## config.mk

```make
export PLATFORM = sky130hd
export DESIGN_NAME = lockin_iq_demod
export DESIGN_NICKNAME = d
export VERILOG_FILES = /design/src/rtl/lockin_pkg.sv /design/src/rtl/lockin_mac.sv /design/src/rtl/lockin_iq_demod.sv
export SDC_FILE = /design/constraint.sdc
export NUM_CORES = 2
export LEC_CHECK = 0
export ABC_AREA = 1
export BUFFER_PORTS_ARGS = -buffer_cell sky130_fd_sc_hd__buf_4
export CORE_MARGIN = 5
export CORE_UTILIZATION = 25
export CTS_BUF_LIST = sky130_fd_sc_hd__clkbuf_2
export DETAILED_ROUTE_END_ITERATION = 10
export PLACE_DENSITY_LB_ADDON = 0.2
export SETUP_SLACK_MARGIN = 0.02
export SYNTH_ARGS = -nofsm -noshare
export SYNTH_HDL_FRONTEND = slang
export SYNTH_SLANG_ARGS = --single-unit
```

## constraint.sdc

```tcl
create_clock -name clk_i -period 6.6 [get_ports clk_i]
set_input_delay 0.66 -clock clk_i [delete_from_list [all_inputs] [get_ports clk_i]]
set_output_delay 0.66 -clock clk_i [all_outputs]
set_load 0.03 [all_outputs]
```

## src/rtl/lockin_pkg.sv

```systemverilog
// Shared types, defaults and helpers for the lock-in I/Q demodulator.
// LOCKIN_SATURATE_EN selects the output clamp helper in lockin_mac.
package lockin_pkg;

  localparam int unsigned BIT_WIDTH_DEF = 24;
  localparam int unsigned LOG2_N_DEF    = 10;

  typedef enum logic {
    READY = 1'b0,
    BUSY  = 1'b1
  } state_t;

  function automatic int unsigned acc_width(input int unsigned bw, input int unsigned log2n);
    return 2 * bw + log2n;
  endfunction

  // Clamp a sign-extended value into a signed bw-bit range (bw <= 63).
  function automatic logic signed [63:0] sat_clamp(input logic signed [63:0] v,
                                                   input int unsigned       bw);
    logic signed [63:0] hi;
    logic signed [63:0] lo;
    hi = (64'sd1 <<< (bw - 1)) - 64'sd1;
    lo = -hi - 64'sd1;
    if (v > hi) return hi;
    else if (v < lo) return lo;
    return v;
  endfunction

endpackage

```

## src/rtl/lockin_mac.sv

```systemverilog
// One multiply/accumulate/convert channel: S1 product, S2 accumulate, block
// capture and output conversion. LOCKIN_SATURATE_EN clamps instead of wrapping.
module lockin_mac
  import lockin_pkg::*;
#(
  parameter int unsigned BIT_WIDTH = BIT_WIDTH_DEF,
  parameter int unsigned LOG2_N    = LOG2_N_DEF
) (
  input  logic                 i_clk,
  input  logic                 i_reset,
  input  logic                 i_valid,
  input  logic [BIT_WIDTH-1:0] i_adc,
  input  logic [BIT_WIDTH-1:0] i_ref,
  input  logic                 i_blk_end,
  output logic                 o_s2_valid,
  output logic                 o_blk_valid,
  output logic [BIT_WIDTH-1:0] o_result
);

  localparam int unsigned ACC_W  = acc_width(BIT_WIDTH, LOG2_N);
  localparam int unsigned PROD_W = 2 * BIT_WIDTH;
  localparam int unsigned SHIFT  = LOG2_N + BIT_WIDTH - 1;
`ifdef LOCKIN_SATURATE_EN
  localparam int unsigned BLK_W  = BIT_WIDTH + 1;
`else
  localparam int unsigned BLK_W  = BIT_WIDTH;
`endif

  logic signed [PROD_W-1:0] r_prod;
  logic                     r_s1_valid;
  logic signed [ACC_W-1:0]  r_acc;
  logic signed [BLK_W-1:0]  r_blk;
  logic                     r_blk_valid;
  logic signed [ACC_W-1:0]  w_sum;

  assign w_sum = r_acc + ACC_W'(r_prod);

  always_ff @(posedge i_clk) begin
    if (i_reset) begin
      r_prod      <= '0;
      r_s1_valid  <= 1'b0;
      r_acc       <= '0;
      r_blk       <= '0;
      r_blk_valid <= 1'b0;
    end else begin
      r_s1_valid  <= i_valid;
      r_blk_valid <= r_s1_valid & i_blk_end;
      if (i_valid)
        r_prod <= PROD_W'($signed(i_adc)) * PROD_W'($signed(i_ref));
      // Only the bits that survive the >>> SHIFT conversion are kept per block.
      if (r_s1_valid) begin
        if (i_blk_end) begin
          r_blk <= w_sum[SHIFT +: BLK_W];
          r_acc <= '0;
        end else begin
          r_acc <= w_sum;
        end
      end
    end
  end

  assign o_s2_valid  = r_s1_valid;
  assign o_blk_valid = r_blk_valid;

`ifdef LOCKIN_SATURATE_EN
  assign o_result = BIT_WIDTH'(sat_clamp(64'(r_blk), BIT_WIDTH));
`else
  assign o_result = r_blk;
`endif

endmodule

```

## src/rtl/lockin_iq_demod.sv

```systemverilog
// Lock-in I/Q demodulator: averages adc*ref_sin/ref_cos over 2^LOG2_N samples and
// hands each block to the CORDIC. LOCKIN_SATURATE_EN enables output clamping.
module lockin_iq_demod
  import lockin_pkg::*;
#(
  parameter int unsigned BIT_WIDTH = BIT_WIDTH_DEF,
  parameter int unsigned LOG2_N    = LOG2_N_DEF
) (
  input  logic                 clk_i,
  input  logic                 reset_i,
  input  logic                 sample_valid_i,
  input  logic [BIT_WIDTH-1:0] adc_i,
  input  logic [BIT_WIDTH-1:0] ref_sin_i,
  input  logic [BIT_WIDTH-1:0] ref_cos_i,
  input  logic                 cordic_done_i,
  output logic [BIT_WIDTH-1:0] sin_o,
  output logic [BIT_WIDTH-1:0] cos_o,
  output logic                 start_o,
  output logic                 overrun_o
);

  state_t               r_state, w_state_nx;
  logic [LOG2_N-1:0]    r_cnt;
  logic                 w_blk_end;
  logic                 w_s2_valid_s, w_s2_valid_c, w_s2_valid;
  logic                 w_blk_valid_s, w_blk_valid_c, w_blk_valid;
  logic [BIT_WIDTH-1:0] w_res_s, w_res_c;
  logic                 w_accept, w_drop;

  assign w_blk_end   = (r_cnt == '1);
  assign w_s2_valid  = w_s2_valid_s & w_s2_valid_c;
  assign w_blk_valid = w_blk_valid_s & w_blk_valid_c;

  lockin_mac #(.BIT_WIDTH(BIT_WIDTH), .LOG2_N(LOG2_N)) u_mac_sin (
    .i_clk(clk_i), .i_reset(reset_i), .i_valid(sample_valid_i),
    .i_adc(adc_i), .i_ref(ref_sin_i), .i_blk_end(w_blk_end),
    .o_s2_valid(w_s2_valid_s), .o_blk_valid(w_blk_valid_s), .o_result(w_res_s)
  );

  lockin_mac #(.BIT_WIDTH(BIT_WIDTH), .LOG2_N(LOG2_N)) u_mac_cos (
    .i_clk(clk_i), .i_reset(reset_i), .i_valid(sample_valid_i),
    .i_adc(adc_i), .i_ref(ref_cos_i), .i_blk_end(w_blk_end),
    .o_s2_valid(w_s2_valid_c), .o_blk_valid(w_blk_valid_c), .o_result(w_res_c)
  );

  always_ff @(posedge clk_i) begin
    if (reset_i)         r_cnt <= '0;
    else if (w_s2_valid) r_cnt <= r_cnt + LOG2_N'(1);
  end

  always_ff @(posedge clk_i) begin
    if (reset_i) r_state <= READY;
    else         r_state <= w_state_nx;
  end

  always_comb begin
    w_state_nx = r_state;
    case (r_state)
      READY:   if (w_blk_valid) w_state_nx = BUSY;
      BUSY:    if (!w_blk_valid && cordic_done_i) w_state_nx = READY;
      default: w_state_nx = READY;
    endcase
  end

  // A block arriving with the done pulse is taken; the CORDIC restarts on it.
  always_comb begin
    w_accept = w_blk_valid & ((r_state == READY) | cordic_done_i);
    w_drop   = w_blk_valid & (r_state == BUSY) & ~cordic_done_i;
  end

  always_ff @(posedge clk_i) begin
    if (reset_i) begin
      sin_o     <= '0;
      cos_o     <= '0;
      start_o   <= 1'b0;
      overrun_o <= 1'b0;
    end else begin
      start_o <= w_accept;
      if (w_accept) begin
        sin_o <= w_res_s;
        cos_o <= w_res_c;
      end
      if (w_drop) overrun_o <= 1'b1;
    end
  end

endmodule

```

==> metrics <==
R2R Path Start=u_mac_sin.r_prod[47]; CP arrival=~7.5 ns; FMAX=158 MHz; area grow syn2layout=15.5%; vias in the first global route=64310; insertion delay of the later-clocked pin in the worst-skew pair=1.29 ns; HP Class=in2reg; clock-pin slew on the worst setup and hold paths=~0.10 ns; Pre-antenna DRT Iters=6; reg2reg end=u_mac_sin.o_result[21]; Core Rows=191; clock skew=around 0.13 ns; crit path to=u_mac_cos.r_prod[32]; clock sink count=321; final core utilization=28.9%; kind of critical path=in2reg; grt met1 use=between 20% and 30%; GRT overflow=0; minimum clock period=6.35 ns; die height=roughly 530 um; crit path max-delay cell type=fa_1; ys async rst share=0%; Final Hold Violating Endpoints=0; Slew headroom=26.0%; core footprint=around 0.27 mm^2; number of flops mapped to enable cells by yosys=0; fillcell total=30062; largest net degree at the start of global routing=102; Yosys cell types=48; final number of setup-violating endpoints=0; Synth Warn #=0; Place WS=-0.609 ns; worst setup margin=0.252 ns; antenna-violating nets left=0; CTS tree=built; layout cells sized above 1=between 10 and 15%; RSZ-0062 raised after global routing=no; synthesized area per cell=6.94 um^2; status=complete, no violations; GR peak layer=met2; Max Root-Sink Buffers=3; met2 GRT Util=between 30% and 40%; worst-margin pin slew=~1.1 ns; die width=530 um; Post-Syn Nets=11437; DR iter-0 viols=3151; Crit Path Max Fanout=9; Seq/Total Area, Yosys=9.49%; Req. time, crit path=7.72 ns; Critical path origin=ref_cos_i[0]; initial antenna violation count=6; clk root buf=clkbuf_2; global-route wire length before repair=between 300000 and 400000 um; Buffers on Ports=125; most used cell, CP=fa_1; leading cell types in the layout, fill and taps excluded=2991 x nand2_1, 2662 x inv_1, 1215 x fa_1; final worst path period share=96.2%; Syn Inst Count=9764; GP Congestion=0.916; via count=59531; Starting Density=between 20% and 30%; synthesized area=between 0.06 and 0.07 mm^2; Post-route DRC=0; flops & latches, synth=321; cts bufs inserted=between 90 and 100; hpwl dp=between 200000 and 250000 um; final WL=233000 um; Max Cap Viol=0; commonest register cell after synthesis=dfxtp_1; I/O pin count=126; critical path endpoint category=flip-flop; nets=roughly 12000; routed len/inst=roughly 17 um; R2R depth=14; global routing usage on met3=1.40%; R2R Setup Slk=roughly 3.8 ns; Hold WS=0.213 ns; CP max stage delay=0.65 ns; Pins Over Slew Limit=0; Via-to-Cell Ratio=4.26; crit start category=input pin; CTS HTree Levels=3; Post-CTS Setup Repair Bufs=0; commonest non-fill, non-tap cell in the layout=nand2_1; die area=0.281 mm^2; GRT Util Overall=16.8%
[worst min-delay path by stage]
| stage | startpoint | to | slack, ns | depth (start not counted) |
|---|---|---|---|---|
| after floorplan | u_mac_cos.o_result[0] | cos_o[0] | 0.43 | 2 |
| after global placement | u_mac_cos.o_result[15] | cos_o[15] | 0.45 | 2 |
| after detailed placement | u_mac_cos.o_result[8] | cos_o[8] | 0.45 | 2 |
| after CTS | ref_sin_i[0] | u_mac_sin.r_prod[0] | 0.04 | 5 |
| after global routing | ref_sin_i[0] | u_mac_sin.r_prod[0] | -0.02 | 5 |
| final | ref_sin_i[0] | u_mac_sin.r_prod[0] | 0.21 | 5 |
[critical path, delay by kind of cell]
kind / cells / cell delay, ns
adder cells (fa/ha/maj): 8 / 4.01
AND/OR/NAND/NOR: 10 / 1.28
buffers and inverters: 9 / 1.51
[stage by stage]
step           setup TNS (ns)  instance area (um^2)  cells
2_1_floorplan               0                 67700   9764
3_3_place_gp           -18.31                 77200  13776
3_5_place_dp           -18.46                 77200  13776
4_1_cts                     0                 78200  13958
5_1_grt                     0                 78200  13970
6_report                    0                 78200  13970
[metal layers]
layer / wire [um] / share of wire (%) / up-vias
met3: 6720 / 2.9 / 244
li1: - / - / 29230
met5: 0 / 0 / -
met4: 5950 / 2.6 / 0
met1: 100000 / 43 / 29091
met2: 120000 / 51 / 966
[area by class of cell]
class | instances | area (um^2) | share of cell area, %
flip-flops and latches | 321 | 6430 | 8.22
well taps | 3570 | 4470 | 5.71
diodes | 12 | 30.0 | 0.0384
multi-input cells | 6437 | 50000 | 63.9
clock inverters | 43 | 295 | 0.378
repair buffers | 760 | 6250 | 7.99
clock buffers | 134 | 671 | 0.858
inverters | 2693 | 10100 | 12.9
[flip-flops by register name, summed over array words and instances (netlist names), 10 cells and up]
register	flops
sin_o	24
u_mac_cos.r_prod	48
u_mac_sin.o_result	24
u_mac_cos.r_acc	57
u_mac_cos.o_result	24
u_mac_sin.r_acc	57
cos_o	24
r_cnt	10
u_mac_sin.r_prod	48
[timing repair]
action | 4_1_cts | 5_1_grt
hold buffers | 5 | 0
hold endpoints to repair | 68 | 0
resized for setup | 0 | 0
[cells in the mapped netlist, types with 24 or more instances]
cell      count  area [um^2]
xor2_1       36          315
inv_2        24         90.1
inv_1      2666        10000
nand2_1    2991        11200
dfxtp_1     321         6430
fa_1       1216        24300
nand3_1     312         1560
a21oi_1     365         1830
nor2_2       54          338
nand2_2      41          257
nor3_2       28          280
o21ai_0     202         1010
clkbuf_1    249          935
or2_2        39          244
nor2_1      534         2000
ha_1        381         4770
buf_1        43          161
nand3_2      29          290
a21o_1       36          270
nand4_1      67          419
[cells by family (layout without fill, tap and decap cells)]
| kind of cell | Yosys count | count (layout) | synth area share [%] |
|---|---|---|---|
| adders and majority gates | 1597 | 1597 | 43.0 |
| xor gates and xnor gates | 47 | 47 | 0.608 |
| other | 0 | 12 | 0 |
| and+or+nand+nor | 4150 | 4150 | 25.1 |
| buffers and inverters | 3006 | 3630 | 16.7 |
| AOI/OAI and AO/OA | 643 | 643 | 5.03 |
| DFF | 321 | 321 | 9.49 |
Power is not shown: default switching activity piles up to over one toggle a cycle in this logic, so the estimate is an artifact.
